==> src/rtl/command_encoder_tx.sv <==
// command_encoder_tx: serialises one {command, address, data} request as a
// framed 8N1 UART byte stream for the FPGA-side command decoder.
//   clock      : system clock, rising edge
//   reset      : synchronous, active-high
//   i_start    : frame request, sampled only while idle
//   i_command  : command code (CMD_WRITE / CMD_READ)
//   i_address  : 15-bit word address
//   i_data     : 32-bit write data (unused for reads)
//   o_serial   : UART TX line, idle high
//   o_busy     : frame in progress
//   o_done     : one-cycle pulse after the last stop bit
//   o_error    : one-cycle pulse on a start with an illegal command
module command_encoder_tx #(
  parameter int unsigned CLKS_PER_BIT = 868,
  parameter logic [7:0]  CMD_WRITE    = 8'h00,
  parameter logic [7:0]  CMD_READ     = 8'h01
) (
  input  logic        clock,
  input  logic        reset,
  input  logic        i_start,
  input  logic [7:0]  i_command,
  input  logic [14:0] i_address,
  input  logic [31:0] i_data,
  output logic        o_serial,
  output logic        o_busy,
  output logic        o_done,
  output logic        o_error
);

  localparam int unsigned BAUD_W  = (CLKS_PER_BIT > 2) ? $clog2(CLKS_PER_BIT) : 1;
  localparam int unsigned BUF_W   = 56;
  localparam int unsigned BYTE_W  = 8;
  localparam int unsigned CNT_W   = 3;

  typedef enum logic [2:0] {
    IDLE  = 3'd0,
    START = 3'd1,
    DATA  = 3'd2,
    STOP  = 3'd3,
    DONE  = 3'd4
  } state_t;

  state_t              state_q, state_d;
  logic [BAUD_W-1:0]   baud_q, baud_d;
  logic [CNT_W-1:0]    bit_q, bit_d;
  logic [CNT_W-1:0]    byte_q, byte_d;
  logic [BUF_W-1:0]    buf_q, buf_d;
  logic                serial_d, busy_d, done_d, error_d;
  logic                bit_end_c;
  logic [BYTE_W-1:0]   cur_byte_c;

  assign bit_end_c = (baud_q == BAUD_W'(CLKS_PER_BIT - 1));

  // State register and registered outputs
  always_ff @(posedge clock) begin
    if (reset) begin
      state_q  <= IDLE;
      baud_q   <= '0;
      bit_q    <= '0;
      byte_q   <= '0;
      buf_q    <= '0;
      o_serial <= 1'b1;
      o_busy   <= 1'b0;
      o_done   <= 1'b0;
      o_error  <= 1'b0;
    end else begin
      state_q  <= state_d;
      baud_q   <= baud_d;
      bit_q    <= bit_d;
      byte_q   <= byte_d;
      buf_q    <= buf_d;
      o_serial <= serial_d;
      o_busy   <= busy_d;
      o_done   <= done_d;
      o_error  <= error_d;
    end
  end

  // Next-state logic; outputs are decoded from the next state so they
  // line up with the state register.
  always_comb begin
    state_d    = state_q;
    baud_d     = baud_q;
    bit_d      = bit_q;
    byte_d     = byte_q;
    buf_d      = buf_q;
    error_d    = 1'b0;
    serial_d   = 1'b1;
    busy_d     = 1'b0;
    done_d     = 1'b0;
    cur_byte_c = '0;

    case (state_q)
      IDLE: begin
        if (i_start) begin
          if (i_command == CMD_WRITE || i_command == CMD_READ) begin
            // Current byte always lives in the top 8 bits of the buffer
            buf_d   = {i_command, 1'b0, i_address, i_data};
            byte_d  = (i_command == CMD_WRITE) ? CNT_W'(7) : CNT_W'(3);
            baud_d  = '0;
            bit_d   = '0;
            state_d = START;
          end else begin
            error_d = 1'b1;
          end
        end
      end
      START: begin
        if (bit_end_c) begin
          baud_d  = '0;
          bit_d   = '0;
          state_d = DATA;
        end else begin
          baud_d = baud_q + BAUD_W'(1);
        end
      end
      DATA: begin
        if (bit_end_c) begin
          baud_d = '0;
          if (bit_q == CNT_W'(7)) begin
            state_d = STOP;
          end else begin
            bit_d = bit_q + CNT_W'(1);
          end
        end else begin
          baud_d = baud_q + BAUD_W'(1);
        end
      end
      STOP: begin
        if (bit_end_c) begin
          baud_d = '0;
          byte_d = byte_q - CNT_W'(1);
          if (byte_q == CNT_W'(1)) begin
            state_d = DONE;
          end else begin
            buf_d   = {buf_q[BUF_W-BYTE_W-1:0], BYTE_W'(0)};
            bit_d   = '0;
            state_d = START;
          end
        end else begin
          baud_d = baud_q + BAUD_W'(1);
        end
      end
      DONE: begin
        state_d = IDLE;
      end
      default: begin
        state_d = IDLE;
      end
    endcase

    cur_byte_c = buf_d[BUF_W-1 -: BYTE_W];
    case (state_d)
      START: begin
        serial_d = 1'b0;
        busy_d   = 1'b1;
      end
      DATA: begin
        serial_d = cur_byte_c[bit_d];
        busy_d   = 1'b1;
      end
      STOP: begin
        busy_d = 1'b1;
      end
      DONE: begin
        done_d = 1'b1;
      end
      default: begin
        serial_d = 1'b1;
      end
    endcase
  end

endmodule

==> config.mk <==
export PLATFORM = sky130hd
export DESIGN_NAME = command_encoder_tx
export DESIGN_NICKNAME = d
export VERILOG_FILES = /design/src/rtl/command_encoder_tx.sv
export SDC_FILE = /design/constraint.sdc
export NUM_CORES = 1
export LEC_CHECK = 0
export CAP_MARGIN = 20
export CORE_MARGIN = 3
export CORE_UTILIZATION = 30
export DETAILED_ROUTE_END_ITERATION = 12
export PLACE_DENSITY_LB_ADDON = 0.15
export SLEW_MARGIN = 20
export SYNTH_ARGS = -nofsm -noshare
export SYNTH_HDL_FRONTEND = slang
export SYNTH_SLANG_ARGS = --single-unit
==> constraint.sdc <==
create_clock -name clock -period 3 [get_ports clock]
set_input_delay 0.6 -clock clock [delete_from_list [all_inputs] [get_ports clock]]
set_output_delay 0.6 -clock clock [all_outputs]
set_load 0.05 [all_outputs]
==> results.toml <==
[timing]
finalCritPeriodShare = 0.884
rsz0062_at_grt = "no"
relSlewSlack = 0.521
tightest_slew_ns = 0.718
hold_viol_final = 0
fin_crit_ns = 2.65
skew_ns = 0.00930
slew_violations = 0
finalSetupViolations = 0
fmaxAchievable_mhz = 377

[pwr]
p_leak_nw = 1.48
p_total_mw = 2.27
powerDensity_nw_per_um2 = 501
ir_drop_v = 0.000270

[cts]
clkTransAtPathRegs_ns = 0.07
cts_setup_buffers = 0
cts_hold_buf = 0
cts_resized = 0
cts_num_sinks = 79
cts_buffer_depth = 2
root_buffer = "clkbuf_16"
cts_tree = "yes"
htreeDepth = 3
insertion_delay_ns = 0.33
cts_made_buffers = 9

[min_path]
hold_class = "flop to flop"
min_from = "buf_q[30]$_SDFFE_PP0P_"

[synth]
synthAdderAreaFrac = 0.0145
yosysWarnings = 0
synth_cell_types = 51
synth_area_leaders = "dfxtp_1 (46%), a22oi_1 (11%), a21oi_1 (6.8%)"
synthXorXnorAreaFrac = 0.0279
synthSimpleGateAreaFrac = 0.205
yosys.area.top_type = "dfxtp_1"
synth.ff_latch_count = 79
synth.area.mux_share = 0.0119
ys.flop_type = "dfxtp_1"
syn_nets = 458
synth_top_cell_area_share = 0.457
ys_async_sr_fraction = 0
synth.yosys.seq_area_share = 0.457
netlist_area_um2 = 3460
postSynthAreaPerCell_um2 = 8.73
synth_compound_area_frac = 0.242
synth_edf_count = 0
synth_top_family_by_area = "compound AO/OA/AOI/OAI gates"
syn-instance-count = 396

[detailed_routing]
wl_per_cell_um = 14.6
vias = 3024
first_pass_iters = 6
drtAntennaViolNets = 0
drt_iter0_markers = 180
vias_per_cell = 5.07
drc = 0
routed_wl_um = 8730

[setup_path]
required_ns = 3.21
crit_start = "i_command[4]"
worstSetupPathType = "input port to flop"
crit_arrival_ns = 2.86
cp-end-kind = "flop"
start_kind = "input port"
worstPathMaxFanout = 4
r2r_start = "state_q[1]$_SDFF_PP0_"
r2r_setup_slack_ns = 0.52

[placement]
io_buffer_count = 61
place_congestion = 0.752
place.detailed.hpwl_um = 6080
dp.cells = 580

[die]
ios = 62
start_util = 0.314
rows = 38
die_width_um = 113
dieArea_um2 = 12900
die_y_um = 113
core_um2 = 11000

[grt]
grt_max_degree = 51
antenna_found_initial = 0
grt_pass1_vias = 2915
grt.overflow.total = 0
grt_pass1_wl_um = 14200
track_usage = 0.135

[status]
status = "finished, final reports clean"

[layout]
layout_common_cells = "dfxtp_1 (79), clkdlybuf4s50_1 (60), nand2_1 (51), a22oi_1 (51), a21oi_1 (47)"
fillers = 1141
instances_no_fill = 596
area_growth_syn_to_layout_pct = 30.9
layout.nets = 513
final_common_cell = "dfxtp_1"
n_antenna_cell = 0
drive_gt1_frac = 0.0921

[job]
maxCapViolCount = 0
[Yosys cell counts, drive strengths merged, types with 2 or more instances]
master	instances
a211oi	5
a21oi	48
a22oi	51
a311oi	2
and2	2
and3	5
buf	7
clkbuf	21
dfxtp	79
ha	4
inv	5
mux2i	3
nand2	51
nand2b	2
nand3	7
nand3b	4
nand4	5
nand4b	2
nor2	42
nor2b	4
nor3	8
nor3b	3
nor4	2
o21a	2
o21ai	2
o41ai	2
or2	3
xnor2	4
xor2	7
[per-layer routing]
layer	GRT usage	routed length, µm
met3	0.0497	573
met1	0.172	3960
met4	0.0345	57
met5	0	0
met2	0.218	4130
[power breakdown]
group,internal (mW),total [mW],switching (mW)
combinational,0.0724,0.113,0.0404
sequential,1.05,1.05,0.00131
clock,0.653,1.10,0.449
total,1.78,2.27,0.490
[kinds of logic after synthesis]
logic type / count (synthesis)
AOI/OAI and AO/OA: 120
xor gates and xnor gates: 11
adders and majority gates: 4
buffers and inverters: 33
DFF: 79
muxes: 4
and+or+nand+nor: 145
[registers in the layout, summed over array words and instances, names as in the netlist]
| register | count |
|---|---|
| o_serial | 1 |
| byte_q | 3 |
| state_q | 3 |
| buf_q | 56 |
| baud_q | 10 |
| o_busy | 1 |
| bit_q | 3 |
| o_done | 1 |
| o_error | 1 |
[worst paths after layout]
kind / to / depth (start not counted)
setup / recovery: o_serial$_SDFF_PP1_ / 8
hold / removal: buf_q[30]$_SDFFE_PP0P_ / 2
setup reg to reg: o_serial$_SDFF_PP1_ / 8
hold reg to reg: buf_q[30]$_SDFFE_PP0P_ / 2
[per-stage QoR]
step,setup slack [ns],utilization,hold WS (ns),TNS [ns],area [µm²]
floorplan,0.631,-,0.427,0,3460
detailed placement,-0.00261,0.383,0.446,-0.00261,4230
global placement,0.0767,0.383,0.440,0,4230
CTS,0.345,0.411,0.456,0,4530
global route,0.211,0.411,0.476,0,4530
finish,0.349,0.411,0.452,0,4530
[critical path, stage by stage]
cell	delay [ns]
clkdlybuf4s50_1	0.44
nor4_4	0.34
a311oi_2	0.24
o41ai_4	0.38
nand2_1	0.15
a211o_1	0.32
a2111oi_2	0.30
nor3_1	0.09
[layout make-up]
| type | count | area (µm²) | share of cell area |
|---|---|---|---|
| Multi-Input combinational cell | 284 | 1750 | 0.386 |
| Sequential cell | 79 | 1580 | 0.349 |
| Clock buffer | 9 | 225 | 0.0497 |
| Clock inverter | 7 | 77.6 | 0.0171 |
| Timing Repair Buffer | 72 | 701 | 0.155 |
| Tap cell | 140 | 175 | 0.0387 |
| Inverter | 5 | 18.8 | 0.00414 |
Note: power is estimated with default switching activity, not from simulation.
